[src/rtl/minisrc_pkg.sv]
// Shared MiniSRC control definitions: opcodes, ALU/MY codes, decode classes and sequencer states.
// No logic; imported by the decoder and the sequencer.
package minisrc_pkg;

    localparam logic [4:0] OP_LD   = 5'b00000;
    localparam logic [4:0] OP_ST   = 5'b00010;
    localparam logic [4:0] OP_ADD  = 5'b00011;
    localparam logic [4:0] OP_SUB  = 5'b00100;
    localparam logic [4:0] OP_AND  = 5'b00101;
    localparam logic [4:0] OP_OR   = 5'b00110;
    localparam logic [4:0] OP_ADDI = 5'b01100;
    localparam logic [4:0] OP_ANDI = 5'b01101;
    localparam logic [4:0] OP_ORI  = 5'b01110;
    localparam logic [4:0] OP_DIV  = 5'b01111;
    localparam logic [4:0] OP_MUL  = 5'b10000;
    localparam logic [4:0] OP_NOP  = 5'b11010;
    localparam logic [4:0] OP_HALT = 5'b11011;

    localparam logic [3:0] ALU_ADD = 4'b0000;
    localparam logic [3:0] ALU_SUB = 4'b0001;
    localparam logic [3:0] ALU_OR  = 4'b0010;
    localparam logic [3:0] ALU_AND = 4'b0011;
    localparam logic [3:0] ALU_DIV = 4'b0100;
    localparam logic [3:0] ALU_MUL = 4'b0101;

    localparam logic [1:0] MY_RZ1 = 2'd0;
    localparam logic [1:0] MY_RZ0 = 2'd1;
    localparam logic [1:0] MY_MEM = 2'd2;
    localparam logic [1:0] MY_RET = 2'd3;

    typedef enum logic [2:0] {
        CL_LD, CL_ST, CL_ALU, CL_IMM, CL_MULDIV, CL_NOP, CL_HALT, CL_ILL
    } op_class_t;

    typedef enum logic [3:0] {
        S_FETCH, S_DECODE, S_EXEC, S_MEM, S_WB, S_WR, S_WB_HI, S_WR_HI, S_HALT
    } state_t;

endpackage

[src/rtl/minisrc_decode.sv]
// Combinational instruction decode: op class, ALU code, B-mux select, immediate, register addresses.
// Zero latency; no handshake, follows ir every cycle.
module minisrc_decode
    import minisrc_pkg::*;
(
    input  logic [31:0] ir,
    output op_class_t   op_class,
    output logic [3:0]  alu_code,
    output logic        mb_sel,
    output logic [31:0] imm,
    output logic [3:0]  ra,
    output logic [3:0]  addr_a,
    output logic [3:0]  addr_b
);

    logic [3:0] rb;
    logic [3:0] rc;

    assign ra  = ir[26:23];
    assign rb  = ir[22:19];
    assign rc  = ir[18:15];
    assign imm = {{13{ir[18]}}, ir[18:0]};

    always_comb begin
        op_class = CL_ILL;
        alu_code = ALU_ADD;
        mb_sel   = 1'b0;
        case (ir[31:27])
            OP_LD:   begin op_class = CL_LD;  mb_sel = 1'b1; end
            OP_ST:   begin op_class = CL_ST;  mb_sel = 1'b1; end
            OP_ADD:  op_class = CL_ALU;
            OP_SUB:  begin op_class = CL_ALU; alu_code = ALU_SUB; end
            OP_AND:  begin op_class = CL_ALU; alu_code = ALU_AND; end
            OP_OR:   begin op_class = CL_ALU; alu_code = ALU_OR;  end
            OP_ADDI: begin op_class = CL_IMM; mb_sel = 1'b1; end
            OP_ANDI: begin op_class = CL_IMM; mb_sel = 1'b1; alu_code = ALU_AND; end
            OP_ORI:  begin op_class = CL_IMM; mb_sel = 1'b1; alu_code = ALU_OR;  end
            OP_DIV:  begin op_class = CL_MULDIV; alu_code = ALU_DIV; end
            OP_MUL:  begin op_class = CL_MULDIV; alu_code = ALU_MUL; end
            OP_NOP:  op_class = CL_NOP;
            OP_HALT: op_class = CL_HALT;
            default: op_class = CL_ILL;
        endcase
    end

    // Stores read the data register (ra) on port B; nop/halt/illegal read nothing.
    always_comb begin
        addr_a = 4'd0;
        addr_b = 4'd0;
        case (op_class)
            CL_LD, CL_IMM: addr_a = rb;
            CL_ST:         begin addr_a = rb; addr_b = ra; end
            CL_ALU, CL_MULDIV: begin addr_a = rb; addr_b = rc; end
            default: ;
        endcase
    end

endmodule

[src/rtl/minisrc_control.sv]
// MiniSRC multi-cycle sequencer; all strobes registered, one stage per cycle (ALU 5, mul/div 7, ld 6+ack, st 4+ack).
// Waits in FETCH for instr_valid and in MEM for mem_ack; a MEM stall of MEM_TIMEOUT cycles raises bus_error and halts.
module minisrc_control
    import minisrc_pkg::*;
#(
    parameter int unsigned MEM_TIMEOUT = 255
) (
    input  logic        clock_in,
    input  logic        reset,
    input  logic [31:0] ir_in,
    input  logic        instr_valid,
    input  logic        mem_ack,
    output logic        instr_req,
    output logic        ir_enable,
    output logic        ra_enable,
    output logic        rb_enable,
    output logic        rm_enable,
    output logic        rz0_enable,
    output logic        rz1_enable,
    output logic        ry_enable,
    output logic        mb_select,
    output logic [1:0]  my_select,
    output logic [3:0]  alu_control,
    output logic [31:0] imm_out,
    output logic [3:0]  rf_addr_a,
    output logic [3:0]  rf_addr_b,
    output logic        rf_we,
    output logic [3:0]  rf_waddr,
    output logic        pc_enable,
    output logic        mem_rd,
    output logic        mem_wr,
    output logic        illegal_op,
    output logic        bus_error,
    output logic        halted,
    output logic [31:0] retired
);

    state_t      state;
    state_t      nxt;
    logic [31:0] tcnt;
    logic        mem_timeout;

    op_class_t   dec_class;
    logic [3:0]  dec_alu;
    logic        dec_mb;
    logic [3:0]  dec_ra;
    logic [3:0]  dec_addr_a;
    logic [3:0]  dec_addr_b;

    minisrc_decode u_decode (
        .ir       (ir_in),
        .op_class (dec_class),
        .alu_code (dec_alu),
        .mb_sel   (dec_mb),
        .imm      (imm_out),
        .ra       (dec_ra),
        .addr_a   (dec_addr_a),
        .addr_b   (dec_addr_b)
    );

    // An ack arriving on the final allowed cycle still completes the access.
    always_comb begin
        nxt         = state;
        mem_timeout = 1'b0;
        case (state)
            S_FETCH:  if (instr_valid) nxt = S_DECODE;
            S_DECODE: begin
                case (dec_class)
                    CL_HALT:        nxt = S_HALT;
                    CL_NOP, CL_ILL: nxt = S_FETCH;
                    default:        nxt = S_EXEC;
                endcase
            end
            S_EXEC:   nxt = (dec_class == CL_LD || dec_class == CL_ST) ? S_MEM : S_WB;
            S_MEM: begin
                if (mem_ack) begin
                    nxt = (dec_class == CL_LD) ? S_WB : S_FETCH;
                end else if (MEM_TIMEOUT != 0 && tcnt == MEM_TIMEOUT - 1) begin
                    mem_timeout = 1'b1;
                    nxt         = S_HALT;
                end
            end
            S_WB:     nxt = S_WR;
            S_WR:     nxt = (dec_class == CL_MULDIV) ? S_WB_HI : S_FETCH;
            S_WB_HI:  nxt = S_WR_HI;
            S_WR_HI:  nxt = S_FETCH;
            S_HALT:   nxt = S_HALT;
            default:  nxt = S_FETCH;
        endcase
    end

    // Outputs are decoded from the state being entered, so they line up with that state's cycle.
    always_ff @(posedge clock_in) begin
        if (reset) begin
            state       <= S_FETCH;
            tcnt        <= '0;
            instr_req   <= 1'b1;
            ir_enable   <= 1'b0;
            pc_enable   <= 1'b0;
            ra_enable   <= 1'b0;
            rb_enable   <= 1'b0;
            rm_enable   <= 1'b0;
            rz0_enable  <= 1'b0;
            rz1_enable  <= 1'b0;
            ry_enable   <= 1'b0;
            mb_select   <= 1'b0;
            my_select   <= MY_RZ1;
            alu_control <= ALU_ADD;
            rf_addr_a   <= 4'd0;
            rf_addr_b   <= 4'd0;
            rf_we       <= 1'b0;
            rf_waddr    <= 4'd0;
            mem_rd      <= 1'b0;
            mem_wr      <= 1'b0;
            illegal_op  <= 1'b0;
            bus_error   <= 1'b0;
            halted      <= 1'b0;
            retired     <= '0;
        end else begin
            state       <= nxt;
            tcnt        <= (state == S_MEM) ? tcnt + 32'd1 : '0;
            instr_req   <= (nxt == S_FETCH);
            halted      <= (nxt == S_HALT);
            ir_enable   <= 1'b0;
            pc_enable   <= 1'b0;
            ra_enable   <= 1'b0;
            rb_enable   <= 1'b0;
            rm_enable   <= 1'b0;
            rz0_enable  <= 1'b0;
            rz1_enable  <= 1'b0;
            ry_enable   <= 1'b0;
            mb_select   <= 1'b0;
            my_select   <= MY_RZ1;
            alu_control <= ALU_ADD;
            rf_addr_a   <= 4'd0;
            rf_addr_b   <= 4'd0;
            rf_we       <= 1'b0;
            rf_waddr    <= 4'd0;
            mem_rd      <= 1'b0;
            mem_wr      <= 1'b0;
            illegal_op  <= 1'b0;
            if (mem_timeout) bus_error <= 1'b1;
            if (nxt == S_FETCH && state != S_FETCH && state != S_HALT)
                retired <= retired + 32'd1;
            case (nxt)
                S_DECODE: begin
                    ir_enable  <= 1'b1;
                    pc_enable  <= 1'b1;
                    ra_enable  <= 1'b1;
                    rb_enable  <= 1'b1;
                    rf_addr_a  <= dec_addr_a;
                    rf_addr_b  <= dec_addr_b;
                    illegal_op <= (dec_class == CL_ILL);
                end
                S_EXEC: begin
                    rz0_enable  <= 1'b1;
                    rz1_enable  <= (dec_class == CL_MULDIV);
                    rm_enable   <= (dec_class == CL_ST);
                    mb_select   <= dec_mb;
                    alu_control <= dec_alu;
                end
                S_MEM: begin
                    mem_rd <= (dec_class == CL_LD);
                    mem_wr <= (dec_class == CL_ST);
                end
                S_WB: begin
                    ry_enable <= 1'b1;
                    my_select <= (dec_class == CL_LD) ? MY_MEM : MY_RZ0;
                end
                S_WR: begin
                    rf_we    <= 1'b1;
                    rf_waddr <= dec_ra;
                end
                S_WB_HI: begin
                    ry_enable <= 1'b1;
                    my_select <= MY_RZ1;
                end
                S_WR_HI: begin
                    rf_we    <= 1'b1;
                    rf_waddr <= dec_ra + 4'd1;
                end
                default: ;
            endcase
        end
    end

endmodule

[config.mk]
export PLATFORM = sky130hd
export DESIGN_NAME = minisrc_control
export DESIGN_NICKNAME = d
export VERILOG_FILES = /design/src/rtl/minisrc_pkg.sv /design/src/rtl/minisrc_decode.sv /design/src/rtl/minisrc_control.sv
export SDC_FILE = /design/constraint.sdc
export NUM_CORES = 1
export LEC_CHECK = 0
export BUFFER_PORTS_ARGS = -buffer_cell sky130_fd_sc_hd__buf_4
export CAP_MARGIN = 5
export CORE_MARGIN = 3
export CORE_UTILIZATION = 55
export CTS_BUF_LIST = sky130_fd_sc_hd__clkbuf_4
export CTS_CLUSTER_SIZE = 24
export DETAILED_ROUTE_END_ITERATION = 8
export GPL_ROUTABILITY_DRIVEN = 0
export PLACE_DENSITY = 0.86
export SYNTH_ARGS = -nofsm -noshare
export SYNTH_HDL_FRONTEND = slang
export SYNTH_SLANG_ARGS = --single-unit
[constraint.sdc]
create_clock -name clock_in -period 2.75 [get_ports clock_in]
set_input_delay 0.1375 -clock clock_in [delete_from_list [all_inputs] [get_ports clock_in]]
set_output_delay 0.1375 -clock clock_in [all_outputs]
set_load 0.01 [all_outputs]
### After elaboration in Yosys (flattened, before gate mapping)

Cells that the tools add are included.

| operators by class | value |
|---|---|
| add/sub/neg operators | 3 |
| equal/unequal tests | 36 |
| multiplexer cells | 21 |
| bitwise logic cells | 6 |
| reduce and logical (&&, ||, !) cells | 25 |

Operator list:

| operator | number |
|---|---|
| adder 32 x 1 -> 32 bit, second input constant | 2 |
| == test 32 x 8 -> 1 bit, second input constant | 1 |
| one-hot mux 4 bit (8 select lines) | 1 |
| == test 4 x 3 -> 1 bit, second input constant | 7 |
| one-hot mux 4 bit (2 select lines) | 3 |
| OR reduction 2 bit | 12 |
| one-hot mux 3 bit (7 select lines) | 1 |
| == test 5 x 4 -> 1 bit, second input constant | 4 |
| == test 4 x 2 -> 1 bit, second input constant | 4 |
| == test 5 x 3 -> 1 bit, second input constant | 3 |
| == test 5 bit, second input constant | 3 |
| one-hot mux 3 bit (5 select lines) | 1 |
| == test 3 bit, second input constant | 4 |
| two-way mux 4 bit | 3 |
| == test 5 x 2 -> 1 bit, second input constant | 2 |
| OR reduction 5 bit | 2 |
| two-way mux 3 bit | 3 |
| == test 4 x 1 -> 1 bit, second input constant | 2 |
| == test 4 bit, second input constant | 2 |
| logical NOT 4 bit | 2 |
| two-way mux 1 bit | 8 |
| == test 3 x 2 -> 1 bit, second input constant | 2 |
| NOT 1 bit | 6 |
| OR reduction 3 bit | 2 |
| other kinds (10) | 11 |

| word-level totals | value |
|---|---|
| bits in registers | 99 |
| logic and storage cells | 112 |

### Depth between registers and ports, before layout

Gate-level depths: netlist of the first run.

| logic depth | value |
|---|---|
| depth after elaboration | 10 |
| depth in mapped cells | 10 |
| gate-level depth less buffers | 8 |

### Modules after synthesis

Synthesis of the first run repeated with hierarchy kept, for this count alone.

| unflattened totals | value |
|---|---|
| cells, all modules | 563 |
| area total of the unflattened synthesis | 4848.4 µm² |

Modules (own cells, without submodules):

| module | times used | cells each | area an instance (µm²) | sequential area each (µm²) |
|---|---|---|---|---|
| minisrc_control | 1 | 474 | 4214.0 | 1981.9 |
| minisrc_decode | 1 | 89 | 634.4 | 0.0 |

### Worst setup path before layout of the first run

OpenSTA, ideal clock, no wires.

| path | value |
|---|---|
| path type | reg-to-reg |
| start point | reg state[2] |
| end point | reg retired[0] |
| setup time | 0.123 ns |
| arrival time | 2.140 ns |
| required time | 2.627 ns |
| path slack | 0.487 ns |
| cell stages (with the launch flop) | 9 |
| buffers on the path | 2 |
| clock period less this slack | 2.263 ns |
| cells stage by stage | dfxtp_1 -> clkbuf_1 -> or3_1 -> o311ai_1 -> o311a_1 -> nand3_1 -> clkbuf_1 -> nor3b_1 -> mux2_1 |

| between the ends | value |
|---|---|
| cells in the longest elaborated chain, start to end | 6 |

RTL lines:

| element | line | text |
|---|---|---|
| start: declaration | minisrc_control.sv:38 | `state_t state;` |
| start signal: assignment | minisrc_control.sv:120 | `state <= nxt;` |
| two-way mux 4 bit | minisrc_control.sv:78 | `end else if (MEM_TIMEOUT != 0 && tcnt == MEM_TIMEOUT - 1) begin` |
| two-way mux 4 bit | minisrc_control.sv:76 | `if (mem_ack) begin` |
| one-hot mux 4 bit (8 select lines) | minisrc_control.sv:65 | `case (state)` |
| logical NOT 4 bit | minisrc_control.sv:143 | `if (nxt == S_FETCH && state != S_FETCH && state != S_HALT)` |
| logical AND 1 bit | minisrc_control.sv:143 |  |
| logical AND 1 bit (*) | minisrc_control.sv:143 |  |
| end signal: assignment | minisrc_control.sv:144 | `retired <= retired + 32'd1;` |
| end: declaration | minisrc_control.sv:35 | `output logic [31:0] retired` |

Mark *: on every way between the ends. The rest lies on a longest branch, timed or not.
A chain may end at the register's enable or synchronous reset.

### Worst setup path after layout of the first run

| path | value |
|---|---|
| start point | reg tcnt[0] |
| end point | reg retired[17] |

| between the ends | value |
|---|---|
| cells in the longest elaborated chain, start to end | 7 |

RTL lines:

| element | line | text |
|---|---|---|
| start: declaration | minisrc_control.sv:40 | `logic [31:0] tcnt;` |
| start signal: assignment | minisrc_control.sv:121 | `tcnt <= (state == S_MEM) ? tcnt + 32'd1 : '0;` |
| == test 32 x 8 -> 1 bit | minisrc_control.sv:78 |  |
| two-way mux 4 bit | minisrc_control.sv:78 |  |
| two-way mux 4 bit | minisrc_control.sv:76 |  |
| one-hot mux 4 bit (8 select lines) | minisrc_control.sv:65 |  |
| logical NOT 4 bit | minisrc_control.sv:143 |  |
| logical AND 1 bit (2 in a row) | minisrc_control.sv:143 |  |

Every way passes these cells.

==> out/qor.yml, run 1 <==
outcome:
  status: "completed"
grt:
  grt_pass1_wl_microns: 19100
  antenna_violations_before_repair: 0
  number_of_global_route_vias_before_repair: 4052
  gr-usage-all-layers: 0.230
  grt.overflow.total: 0
  grt_start_max_net_pins: 58
setup_path:
  worst-setup-path-type: "flop to flop"
  kind_of_launch_point_of_the_worst_setup_path: "flop"
  biggest_fanout_along_the_worst_timing_path: 50
  worst_r2r_startpoint: "tcnt[0]$_SDFF_PP0_"
  worstPathCellList: "inv_1 -> ha_1 -> nor4b_1 -> nand4_1 -> o21bai_1 -> o221ai_4 -> buf_12 -> nor4_1 -> mux2_1"
  worstPathArrival_ps: 2840
  slowest_delay_ps: 370
  critPathRequiredTime_ps: 3080
  endpoint_kind: "flop"
  rr_endpoint: "retired[17]$_SDFFE_PP0P_"
  slowest_stage: "sky130_fd_sc_hd__dfxtp_1"
  r2r_setup_slack_ps: 240
  reg2reg_depth: 9
placement:
  placed_area_sq_um: 5520
  dp_hpwl_microns: 8080
  io_buffer_count: 102
  dpl_worst_slack_ps: 228
pwr:
  clock_power_share: 0.332
  pwr_density_cell_nw_per_um2: 438
  comb_power_share: 0.103
  power.switching_fraction: 0.247
  intPower_mw: 1.93
  finalPower_mw: 2.56
  netSwitchingPower_mw: 0.631
  vdd_drop_max_uv: 320
  power.share.sequential: 0.565
  power_leakage_nw: 2.23
synth:
  synth_top_cells_by_area: "sky130_fd_sc_hd__dfxtp_1 40%, sky130_fd_sc_hd__buf_4 5.5%, sky130_fd_sc_hd__nor2_1 5.2%, sky130_fd_sc_hd__xor2_1 4.3%, sky130_fd_sc_hd__mux2_1 3.0%"
  post_synthesis_net_count: 610
  post-synth-top-area-fraction: 0.398
  ys.warnings.count: 0
  synth_async_sr_flop_share: 0
  yosys.cell_types.count: 59
  yosys.area.top_type: "sky130_fd_sc_hd__dfxtp_1"
  synthesis.area_per_instance_sq_um: 8.66
  cells_after_synthesis: 570
  synthesis_stage_register_bit_count: 98
  synth_top_flop_cell: "sky130_fd_sc_hd__dfxtp_1"
  number_of_synthesized_flops_with_an_enable_pin: 0
  synthesis.area_sq_um: 4930
  ys_seq_area_frac: 0.398
sta:
  slew_viol_final: 0
  max-slew-margin-rel: 0.512
  report.final.hold_viol_count: 0
  timing.final.setup_violations: 0
  setup_ws_post_layout_ps: 245
  final_min_period_over_clock_period: 0.911
  timing.setup.tns_ps: 0
  min_period_ps: 2510
  worst_pin_slew_ps: 725
  rsz0062_at_grt: "false"
  fmax_ghz: 0.399
  finalClockSkew_ps: 23.8
detailed_routing:
  detail_route.wirelength.met1_microns: 4910
  post_drt_wl_per_cell_microns: 15.6
  dr.first_iter.drc_count: 207
  wl_met3_microns: 775
  vias_per_cell: 5.82
  drtAntennaViolNets: 0
  drtPass1Iterations: 4
  routed-wl-met2_microns: 5800
  detailroute.via_count: 4376
  topRoutingLayerUsed: "met4"
  wl_microns: 11700
  detail_route.drc_violations: 0
finish:
  layout.cells.most_common: "sky130_fd_sc_hd__buf_4"
  final_layout_size_suffix_gt1_frac: 0.216
  layout_net_count: 683
  multi_input_area_sq_um: 2550
  most-common-layout-cells: "113 x sky130_fd_sc_hd__buf_4, 98 x sky130_fd_sc_hd__dfxtp_1, 69 x sky130_fd_sc_hd__nor2_1"
  nFillCells: 660
  diodes: 0
  area_delta_synth_final_pct: 18.5
  seqCellArea_sq_um: 1960
  final_area_sq_um: 5840
min_path:
  hold_start: "ir_in[27]"
  timing.hold.worst_path_depth: 3
  hold_end: "mb_select$_SDFF_PP0_"
  min_path_type: "primary input to flop"
clock_network:
  cts.htree.levels: 3
  tritoncts_num_sinks: 98
  clock_tree.root_cell: "sky130_fd_sc_hd__clkbuf_4"
  number_of_cts_inserted_buffers: 9
  clk_slew_on_worst_s_h_paths_ps: 150
  clk_latency_ps: 440
  clockBufferDepth: 2
  clock_tree_from_tritoncts: "yes"
floorplanning:
  core_area_sq_um: 8460
  initial_core_util: 0.583
  boundaryPins: 134
  die_width_microns: 101
  floorplan.die.height_microns: 101
  dieArea_sq_um: 10100
  number_of_placement_rows: 33
job:
  max_cap_violations: 0
-- cell type report --
type,count,share of cell area
inverter,9,0.00578
sequential,98,0.336
timing repair buffer,128,0.173
multi-input combinational,397,0.437
clock buffer,10,0.0128
clock inverter,5,0.0137
tap,105,0.0225
-- routing by layer --
| metal | vias up | global-route usage |
|---|---|---|
| met5 | - | 0 |
| li1 | 2138 | - |
| met1 | 2071 | 0.281 |
| met3 | 28 | 0.0443 |
| met2 | 139 | 0.399 |
| met4 | 0 | 0.0839 |
-- cell families (layout without fill, tap and decap cells) --
logic type | Yosys count | after routing | synth area share
simple gates | 276 | 276 | 0.308
flops | 98 | 98 | 0.398
buf+inv | 75 | 152 | 0.0880
compound gates | 68 | 68 | 0.103
xor+xnor | 33 | 33 | 0.0586
mux | 15 | 15 | 0.0337
fa+ha+maj | 4 | 4 | 0.0101
other cells | 1 | 1 | 0.000760
-- metrics by stage --
step	utilization	cells	hold WS [ps]
final	0.690	752	45.1
after global routing	0.690	752	40.5
after CTS	0.687	749	34.9
after detailed placement	0.652	720	275
after global placement	0.652	720	275
after floorplan	-	570	259
-- critical path: cells and delay by family (launching register included) --
kind | cells | cell delay (ps)
compound gates | 2 | 500
fa+ha+maj | 1 | 130
buf+inv | 2 | 280
flops | 1 | 370
mux | 1 | 350
simple gates | 3 | 770
-- Yosys cell counts (all sizes together), types with 9 or more instances --
cell type	instances
inv	9
nor2	69
nor4	18
or3	9
and3	9
xnor2	9
nand4	21
dfxtp	98
nand3	30
a21oi	23
xor2	24
nand2b	9
and2	12
nand2	35
o31ai	13
nor3	12
mux2	13
nor2b	21
buf	47
clkbuf	19
or4	14
-- worst max-delay path by stage --
stage | start | end | slack [ps] | cells after the start
2_1_floorplan | state[2]$_SDFF_PP0_ | retired[0]$_SDFFE_PP0P_ | 490 | 8
3_3_place_gp | tcnt[0]$_SDFF_PP0_ | retired[0]$_SDFFE_PP0P_ | 340 | 9
3_5_place_dp | tcnt[0]$_SDFF_PP0_ | retired[0]$_SDFFE_PP0P_ | 230 | 9
4_1_cts | tcnt[0]$_SDFF_PP0_ | retired[0]$_SDFFE_PP0P_ | 170 | 9
5_1_grt | tcnt[0]$_SDFF_PP0_ | retired[17]$_SDFFE_PP0P_ | 20 | 9
6_report | tcnt[0]$_SDFF_PP0_ | retired[17]$_SDFFE_PP0P_ | 240 | 9
-- what timing repair did --
action	CTS	global route
hold buffers	14	0
hold endpoints to repair	13	0
gates resized for setup	0	1
buffers inserted	0	3
endpoints found under the setup margin	0	2
-- flip-flops by register name (all words and copies together) (netlist names), 2 cells and up --
signal       count
alu_control      3
rf_addr_a        4
rf_waddr         4
my_select        2
retired         32
rf_addr_b        4
state            4
tcnt            32
-- power groups by stage --
stage | registers [mW] | logic, mW | clock network (mW)
floorplan | 1.48 | 0.184 | 0
global placement | 1.48 | 0.237 | 0
CTS | 1.44 | 0.261 | 0.859
detailed placement | 1.48 | 0.244 | 0
global route | 1.45 | 0.285 | 0.917
finish | 1.45 | 0.264 | 0.848
Power figures use the tool's default switching activity.
==> inputs of run 2 (changes only) <==
--- a/config.mk
+++ b/config.mk
@@ -5,15 +5,17 @@
 export SDC_FILE = /design/constraint.sdc
 export NUM_CORES = 1
 export LEC_CHECK = 0
+export ABC_AREA = 1
 export BUFFER_PORTS_ARGS = -buffer_cell sky130_fd_sc_hd__buf_4
 export CAP_MARGIN = 5
 export CORE_MARGIN = 3
-export CORE_UTILIZATION = 55
+export CORE_UTILIZATION = 56
 export CTS_BUF_LIST = sky130_fd_sc_hd__clkbuf_4
 export CTS_CLUSTER_SIZE = 24
 export DETAILED_ROUTE_END_ITERATION = 8
 export GPL_ROUTABILITY_DRIVEN = 0
 export PLACE_DENSITY = 0.86
+export SLEW_MARGIN = 5
 export SYNTH_ARGS = -nofsm -noshare
 export SYNTH_HDL_FRONTEND = slang
 export SYNTH_SLANG_ARGS = --single-unit
==> out/qor.yml, run 2 <==
synth:
  synthAdderAreaFrac: 0.00901
  synth_top_cells_by_count: "159 x sky130_fd_sc_hd__nand2_1, 98 x sky130_fd_sc_hd__dfxtp_1, 95 x sky130_fd_sc_hd__nor2_1"
  post-synth-top-area-fraction: 0.353
  largest_family_of_logic_cells_by_synthesized_area: "simple AND/OR/NAND/NOR gates"
  ys.warnings.count: 0
  synth_async_sr_flop_share: 0
  synthesis.area_sq_um: 5550
  yosys.cell_types.count: 41
  post_synthesis_net_count: 830
  synthesis.area_per_instance_sq_um: 7.03
  yosys.area.top_type: "sky130_fd_sc_hd__dfxtp_1"
  ys_seq_area_frac: 0.353
  synth_simple_gate_area_share: 0.377
  synthesis_stage_register_bit_count: 98
  cells_after_synthesis: 790
  synth_top_cells_by_area: "sky130_fd_sc_hd__dfxtp_1 35%, sky130_fd_sc_hd__nand2_1 11%, sky130_fd_sc_hd__nor2_1 6.4%, sky130_fd_sc_hd__buf_4 5.4%, sky130_fd_sc_hd__inv_1 5.3%"
  synth_top_flop_cell: "sky130_fd_sc_hd__dfxtp_1"
  post_synth_mux_area_share: 0.00180
  number_of_synthesized_flops_with_an_enable_pin: 0
  synth-xor-area-share: 0.0536
  synth_most_common_cell: "sky130_fd_sc_hd__nand2_1"
  synth-compound-area-share: 0.0750
setup_path:
  critical_path.top_delay_family: "buffers and inverters"
  kind_of_launch_point_of_the_worst_setup_path: "primary input"
  critPathRequiredTime_ps: 3160
  worstPathArrival_ps: 2850
  path_buf_inv: 4
  worst-setup-path-type: "primary input to flop"
  endpoint_kind: "flop"
  slowest_stage: "sky130_fd_sc_hd__dlygate4sd3_1"
  slowest_delay_ps: 560
  biggest_fanout_along_the_worst_timing_path: 5
  worstPathCellList: "dlygate4sd3_1 -> buf_4 -> nor2_1 -> nand3_2 -> o21ai_2 -> nor2_1 -> nand2_2 -> nand4_2 -> nor2_1 -> inv_1 -> a31oi_1 -> dlygate4sd3_1"
  path_common_cell: "sky130_fd_sc_hd__nor2_1"
clock_network:
  cts_post_setup_buffers_inserted: 0
  cts.htree.levels: 3
  tritoncts_num_sinks: 98
  cts_hold_buf: 19
  clk_slew_on_worst_s_h_paths_ps: 160
  post_cts_resized: 0
  clock_tree_from_tritoncts: "yes"
  clockBufferDepth: 2
  clock_tree.root_cell: "sky130_fd_sc_hd__clkbuf_4"
  clk_latency_ps: 450
  number_of_cts_inserted_buffers: 9
sta:
  final_min_period_over_clock_period: 0.887
  rsz0062_at_grt: "false"
  timing.final.setup_violations: 0
  slew_viol_final: 0
  timing.setup.tns_ps: 0
  max-slew-margin-rel: 0.391
  setup_ws_post_layout_ps: 311
  fmax_ghz: 0.410
  worst_pin_slew_ps: 913
  finalClockSkew_ps: 16.9
  min_period_ps: 2440
  report.final.hold_viol_count: 0
finish:
  top_regs: "retired x32, tcnt x32"
  most-common-layout-cells: "159 x sky130_fd_sc_hd__nand2_1, 105 x sky130_fd_sc_hd__buf_4, 98 x sky130_fd_sc_hd__dfxtp_1"
  layout_net_count: 910
  layout.cells.most_common: "sky130_fd_sc_hd__nand2_1"
  area_delta_synth_final_pct: 16.3
  nFillCells: 770
  final_layout_size_suffix_gt1_frac: 0.207
  diodes: 0
floorplanning:
  number_of_placement_rows: 35
  boundaryPins: 134
  core_area_sq_um: 9420
  die_width_microns: 106
  initial_core_util: 0.590
  floorplan.die.height_microns: 106
  dieArea_sq_um: 11100
placement:
  dpl_worst_slack_ps: 581
  dp_hpwl_microns: 9650
  io_buffer_count: 102
detailed_routing:
  vias_per_cell: 5.36
  dr.first_iter.drc_count: 423
  drtPass1Iterations: 5
  post_drt_wl_per_cell_microns: 13.9
  drtAntennaViolNets: 0
  detail_route.drc_violations: 0
  wl_microns: 13900
  detailroute.via_count: 5380
pwr:
  pwr_density_cell_nw_per_um2: 401
  power_leakage_nw: 2.60
  vdd_drop_max_uv: 253
outcome:
  status: "completed"
grt:
  grt_start_max_net_pins: 49
  gr-usage-all-layers: 0.244
  number_of_global_route_vias_before_repair: 4766
  antenna_violations_before_repair: 0
  grt_pass1_wl_microns: 22700
  grt.overflow.total: 0
job:
  max_cap_violations: 0
min_path:
  min_path_type: "primary input to flop"
[run 2: cell types whose count changed after synthesis, sizes merged, moves of 10 or more]
cell | previous run | this run
a21oi | 23 | 59
nor2b | 21 | 0
nor3 | 12 | 38
nor2 | 69 | 107
and2 | 12 | 0
o31ai | 13 | 1
mux2 | 13 | 0
or4 | 14 | 0
nand3 | 30 | 66
inv | 9 | 89
clkbuf | 19 | 9
nand2 | 35 | 166
[run 2: layout make-up]
class | instances | area, sq um | share of cell area
sequential | 98 | 1960 | 0.304
inverter | 89 | 334 | 0.0517
clock inverter | 7 | 83.8 | 0.0130
tap | 129 | 161 | 0.0250
clock buffer | 9 | 67.6 | 0.0105
timing repair buffer | 124 | 978 | 0.151
multi-input combinational | 548 | 2870 | 0.445
[run 2: worst register-to-register path: stages, from the launching register on]
cell and delay [ps]:
sky130_fd_sc_hd__dfxtp_1 390, sky130_fd_sc_hd__inv_1 80, sky130_fd_sc_hd__ha_1 220, sky130_fd_sc_hd__inv_1 70
sky130_fd_sc_hd__nor2_1 40, sky130_fd_sc_hd__nand2_1 70, sky130_fd_sc_hd__nor2_2 50, sky130_fd_sc_hd__a31oi_1 310
sky130_fd_sc_hd__nand3_2 190, sky130_fd_sc_hd__nor2_4 130, sky130_fd_sc_hd__buf_4 340, sky130_fd_sc_hd__nand3_1 150
sky130_fd_sc_hd__a21oi_1 160
[run 2: kinds of logic after synthesis]
kind of cell,after synthesis
muxes,1
other,1
and+or+nand+nor,430
xor gates and xnor gates,34
DFF,98
adders and majority gates,4
buffers and inverters,144
AOI/OAI and AO/OA,78
[run 2: power breakdown]
group          leakage [nW]  switching [mW]  internal, mW
sequential            0.791          0.0107          1.44
combinational          1.73           0.207         0.117
clock                0.0847           0.524         0.297
total                  2.60           0.741          1.85
[run 2: through the flow]
step | hold slack (ps) | area [sq um] | power [mW] | util | cells
floorplan | 233 | 5550 | 1.72 | - | 790
global placement | 275 | 6120 | 1.77 | 0.650 | 969
detailed placement | 275 | 6120 | 1.77 | 0.650 | 969
CTS | 19.5 | 6460 | 2.59 | 0.686 | 1004
global route | 29.3 | 6460 | 2.69 | 0.686 | 1004
finish | 27.6 | 6460 | 2.59 | 0.686 | 1004
[run 2: routing by layer]
| layer | vias up | track usage | wire length, microns |
|---|---|---|---|
| li1 | 2700 | - | - |
| met1 | 2412 | 0.318 | 6030 |
| met2 | 231 | 0.410 | 6570 |
| met3 | 37 | 0.0386 | 1030 |
| met4 | 0 | 0.0870 | 305 |
| met5 | - | 0 | 0 |
[run 2: worst paths after layout]
path | start | end | slack [ps] | cells after the start
max | ir_in[27] | alu_control[0]$_SDFF_PP0_ | 310 | 12
min | ir_in[18] | rf_addr_b[3]$_SDFF_PP0_ | 30 | 3
max reg2reg | tcnt[0]$_SDFF_PP0_ | retired[24]$_SDFFE_PP0P_ | 500 | 12
min reg2reg | tcnt[0]$_SDFF_PP0_ | tcnt[0]$_SDFF_PP0_ | 470 | 1
==> inputs of run 3 (changes only) <==
--- a/config.mk
+++ b/config.mk
@@ -18,4 +18,5 @@
 export SLEW_MARGIN = 5
 export SYNTH_ARGS = -nofsm -noshare
 export SYNTH_HDL_FRONTEND = slang
+export SYNTH_HIERARCHICAL = 1
 export SYNTH_SLANG_ARGS = --single-unit
==> out/qor.yml, run 3 <==
pwr:
  power_leakage_nw: 2.63
  finalPower_mw: 2.72
  pwr_density_cell_nw_per_um2: 426
  vdd_drop_max_uv: 332
setup_path:
  kind_of_launch_point_of_the_worst_setup_path: "flop"
  critPathRequiredTime_ps: 3130
  biggest_fanout_along_the_worst_timing_path: 33
  worstPathArrival_ps: 2540
  worst-setup-path-type: "flop to flop"
  endpoint_kind: "flop"
sta:
  timing.final.setup_violations: 0
  setup_ws_post_layout_ps: 592
  finalHoldWorstSlack_ps: 37.1
  report.final.hold_viol_count: 0
  worst_pin_slew_ps: 693
  slew_viol_final: 0
  finalClockSkew_ps: 22.2
  max-slew-margin-rel: 0.538
  final_min_period_over_clock_period: 0.785
  timing.setup.tns_ps: 0
  fmax_ghz: 0.463
  min_period_ps: 2160
  rsz0062_at_grt: "false"
detailed_routing:
  detailroute.via_count: 5208
  vias_per_cell: 5.17
  wl_microns: 12700
  post_drt_wl_per_cell_microns: 12.6
  drtAntennaViolNets: 0
  detail_route.drc_violations: 0
  drtPass1Iterations: 5
  dr.first_iter.drc_count: 337
floorplanning:
  initial_core_util: 0.588
  floorplan.die.height_microns: 106
  die_width_microns: 106
  boundaryPins: 134
  dieArea_sq_um: 11200
  number_of_placement_rows: 35
  core_area_sq_um: 9460
finish:
  layout.cells.most_common: "sky130_fd_sc_hd__nand2_1"
  layout_net_count: 915
  diodes: 0
  final_layout_size_suffix_gt1_frac: 0.205
  top_regs: "retired x32, tcnt x32"
  nFillCells: 845
  most-common-layout-cells: "152 x sky130_fd_sc_hd__nand2_1, 106 x sky130_fd_sc_hd__nor2_1, 105 x sky130_fd_sc_hd__buf_4"
  area_delta_synth_final_pct: 14.9
placement:
  dpl_worst_slack_ps: 233
  io_buffer_count: 103
  dp_hpwl_microns: 9400
synth:
  synthesis.area_sq_um: 5560
  synthesis_stage_register_bit_count: 99
  synth_async_sr_flop_share: 0
  ys.warnings.count: 6
  synthesis.area_per_instance_sq_um: 6.90
  yosys.cell_types.count: 44
  synth_top_cells_by_count: "152 x sky130_fd_sc_hd__nand2_1, 106 x sky130_fd_sc_hd__nor2_1, 99 x sky130_fd_sc_hd__dfxtp_1"
  synth_most_common_cell: "sky130_fd_sc_hd__nand2_1"
  synth_top_flop_cell: "sky130_fd_sc_hd__dfxtp_1"
  yosys.area.top_type: "sky130_fd_sc_hd__dfxtp_1"
  number_of_synthesized_flops_with_an_enable_pin: 0
  synth_top_cells_by_area: "sky130_fd_sc_hd__dfxtp_1 36%, sky130_fd_sc_hd__nand2_1 10%, sky130_fd_sc_hd__nor2_1 7.2%, sky130_fd_sc_hd__inv_1 5.5%, sky130_fd_sc_hd__buf_4 5.4%"
  ys_seq_area_frac: 0.356
  post_synthesis_net_count: 846
  post-synth-top-area-fraction: 0.356
  cells_after_synthesis: 806
clock_network:
  cts.htree.levels: 3
  cts_hold_buf: 10
  number_of_cts_inserted_buffers: 9
  clockBufferDepth: 2
  clock_tree_from_tritoncts: "yes"
  clk_latency_ps: 440
  clk_slew_on_worst_s_h_paths_ps: 150
  post_cts_resized: 0
  cts_post_setup_buffers_inserted: 0
  clock_tree.root_cell: "sky130_fd_sc_hd__clkbuf_4"
  tritoncts_num_sinks: 99
grt:
  grt_start_max_net_pins: 47
  gr-usage-all-layers: 0.228
  antenna_violations_before_repair: 0
  number_of_global_route_vias_before_repair: 4686
  grt.overflow.total: 0
  grt_pass1_wl_microns: 21400
min_path:
  min_path_type: "primary input to flop"
outcome:
  status: "completed"
job:
  max_cap_violations: 0
-- run 3: cells by family (layout without fill, tap and decap cells) --
family,after synthesis,count (layout),share of synthesized area
buffers and inverters,165,238,0.147
XOR/XNOR,35,35,0.0551
AO/OA/AOI/OAI,81,81,0.0774
flip-flops,99,99,0.356
other,1,1,0.000674
adder cells (fa/ha/maj),4,4,0.00900
AND/OR/NAND/NOR,421,421,0.354
-- run 3: final cells by class --
cell class              count  area [sq um]  share of cell area
clock inverters             6           105              0.0165
repair buffers            116           908               0.142
well taps                 129           161              0.0253
multi-input cells         542          2760               0.432
flip-flops and latches     99          1980               0.310
clock buffers               9          67.6              0.0106
inverters                 107           403              0.0631
-- run 3: worst paths after layout --
check                                                end  slack, ps               start  cells after the start
worst max-delay path            retired[19]$_SDFFE_PP0P_        590  tcnt[0]$_SDFF_PP0_                     13
worst min register to register        tcnt[0]$_SDFF_PP0_        480  tcnt[0]$_SDFF_PP0_                      1
worst min-delay path             rf_addr_b[0]$_SDFF_PP0_         40           ir_in[15]                      5
worst max register to register  retired[19]$_SDFFE_PP0P_        590  tcnt[0]$_SDFF_PP0_                     13
-- run 3: power breakdown --
group | total, mW | leakage, nW | internal, mW | switching [mW]
combinational | 0.352 | 1.74 | 0.129 | 0.223
sequential | 1.46 | 0.799 | 1.45 | 0.0125
clock | 0.903 | 0.0871 | 0.450 | 0.453
-- run 3: critical path, cell delays in order, from the launching register on --
cell                      delay, ps
sky130_fd_sc_hd__dfxtp_1        400
sky130_fd_sc_hd__inv_1           60
sky130_fd_sc_hd__ha_1           200
sky130_fd_sc_hd__nand2_1         70
sky130_fd_sc_hd__nor2_1          40
sky130_fd_sc_hd__nand2_1         80
sky130_fd_sc_hd__nor2_2          40
sky130_fd_sc_hd__nand2_2        100
sky130_fd_sc_hd__nor2_1          80
sky130_fd_sc_hd__nor2_2         170
sky130_fd_sc_hd__nand3_2        150
sky130_fd_sc_hd__nor2_8         370
sky130_fd_sc_hd__nand3_1        160
sky130_fd_sc_hd__a21oi_1        190
-- run 3: metal layers --
metal  wire length, microns  track usage
met5                      0            0
met4                    178       0.0629
met3                    846       0.0582
met2                   6180        0.387
met1                   5480        0.288
-- run 3: stage by stage --
stage          instance area, sq um   util  std cells
2_1_floorplan                  5560      -        806
3_3_place_gp                   6110  0.646        983
3_5_place_dp                   6110  0.646        983
4_1_cts                        6390  0.675       1008
5_1_grt                        6390  0.675       1008
6_report                       6390  0.675       1008
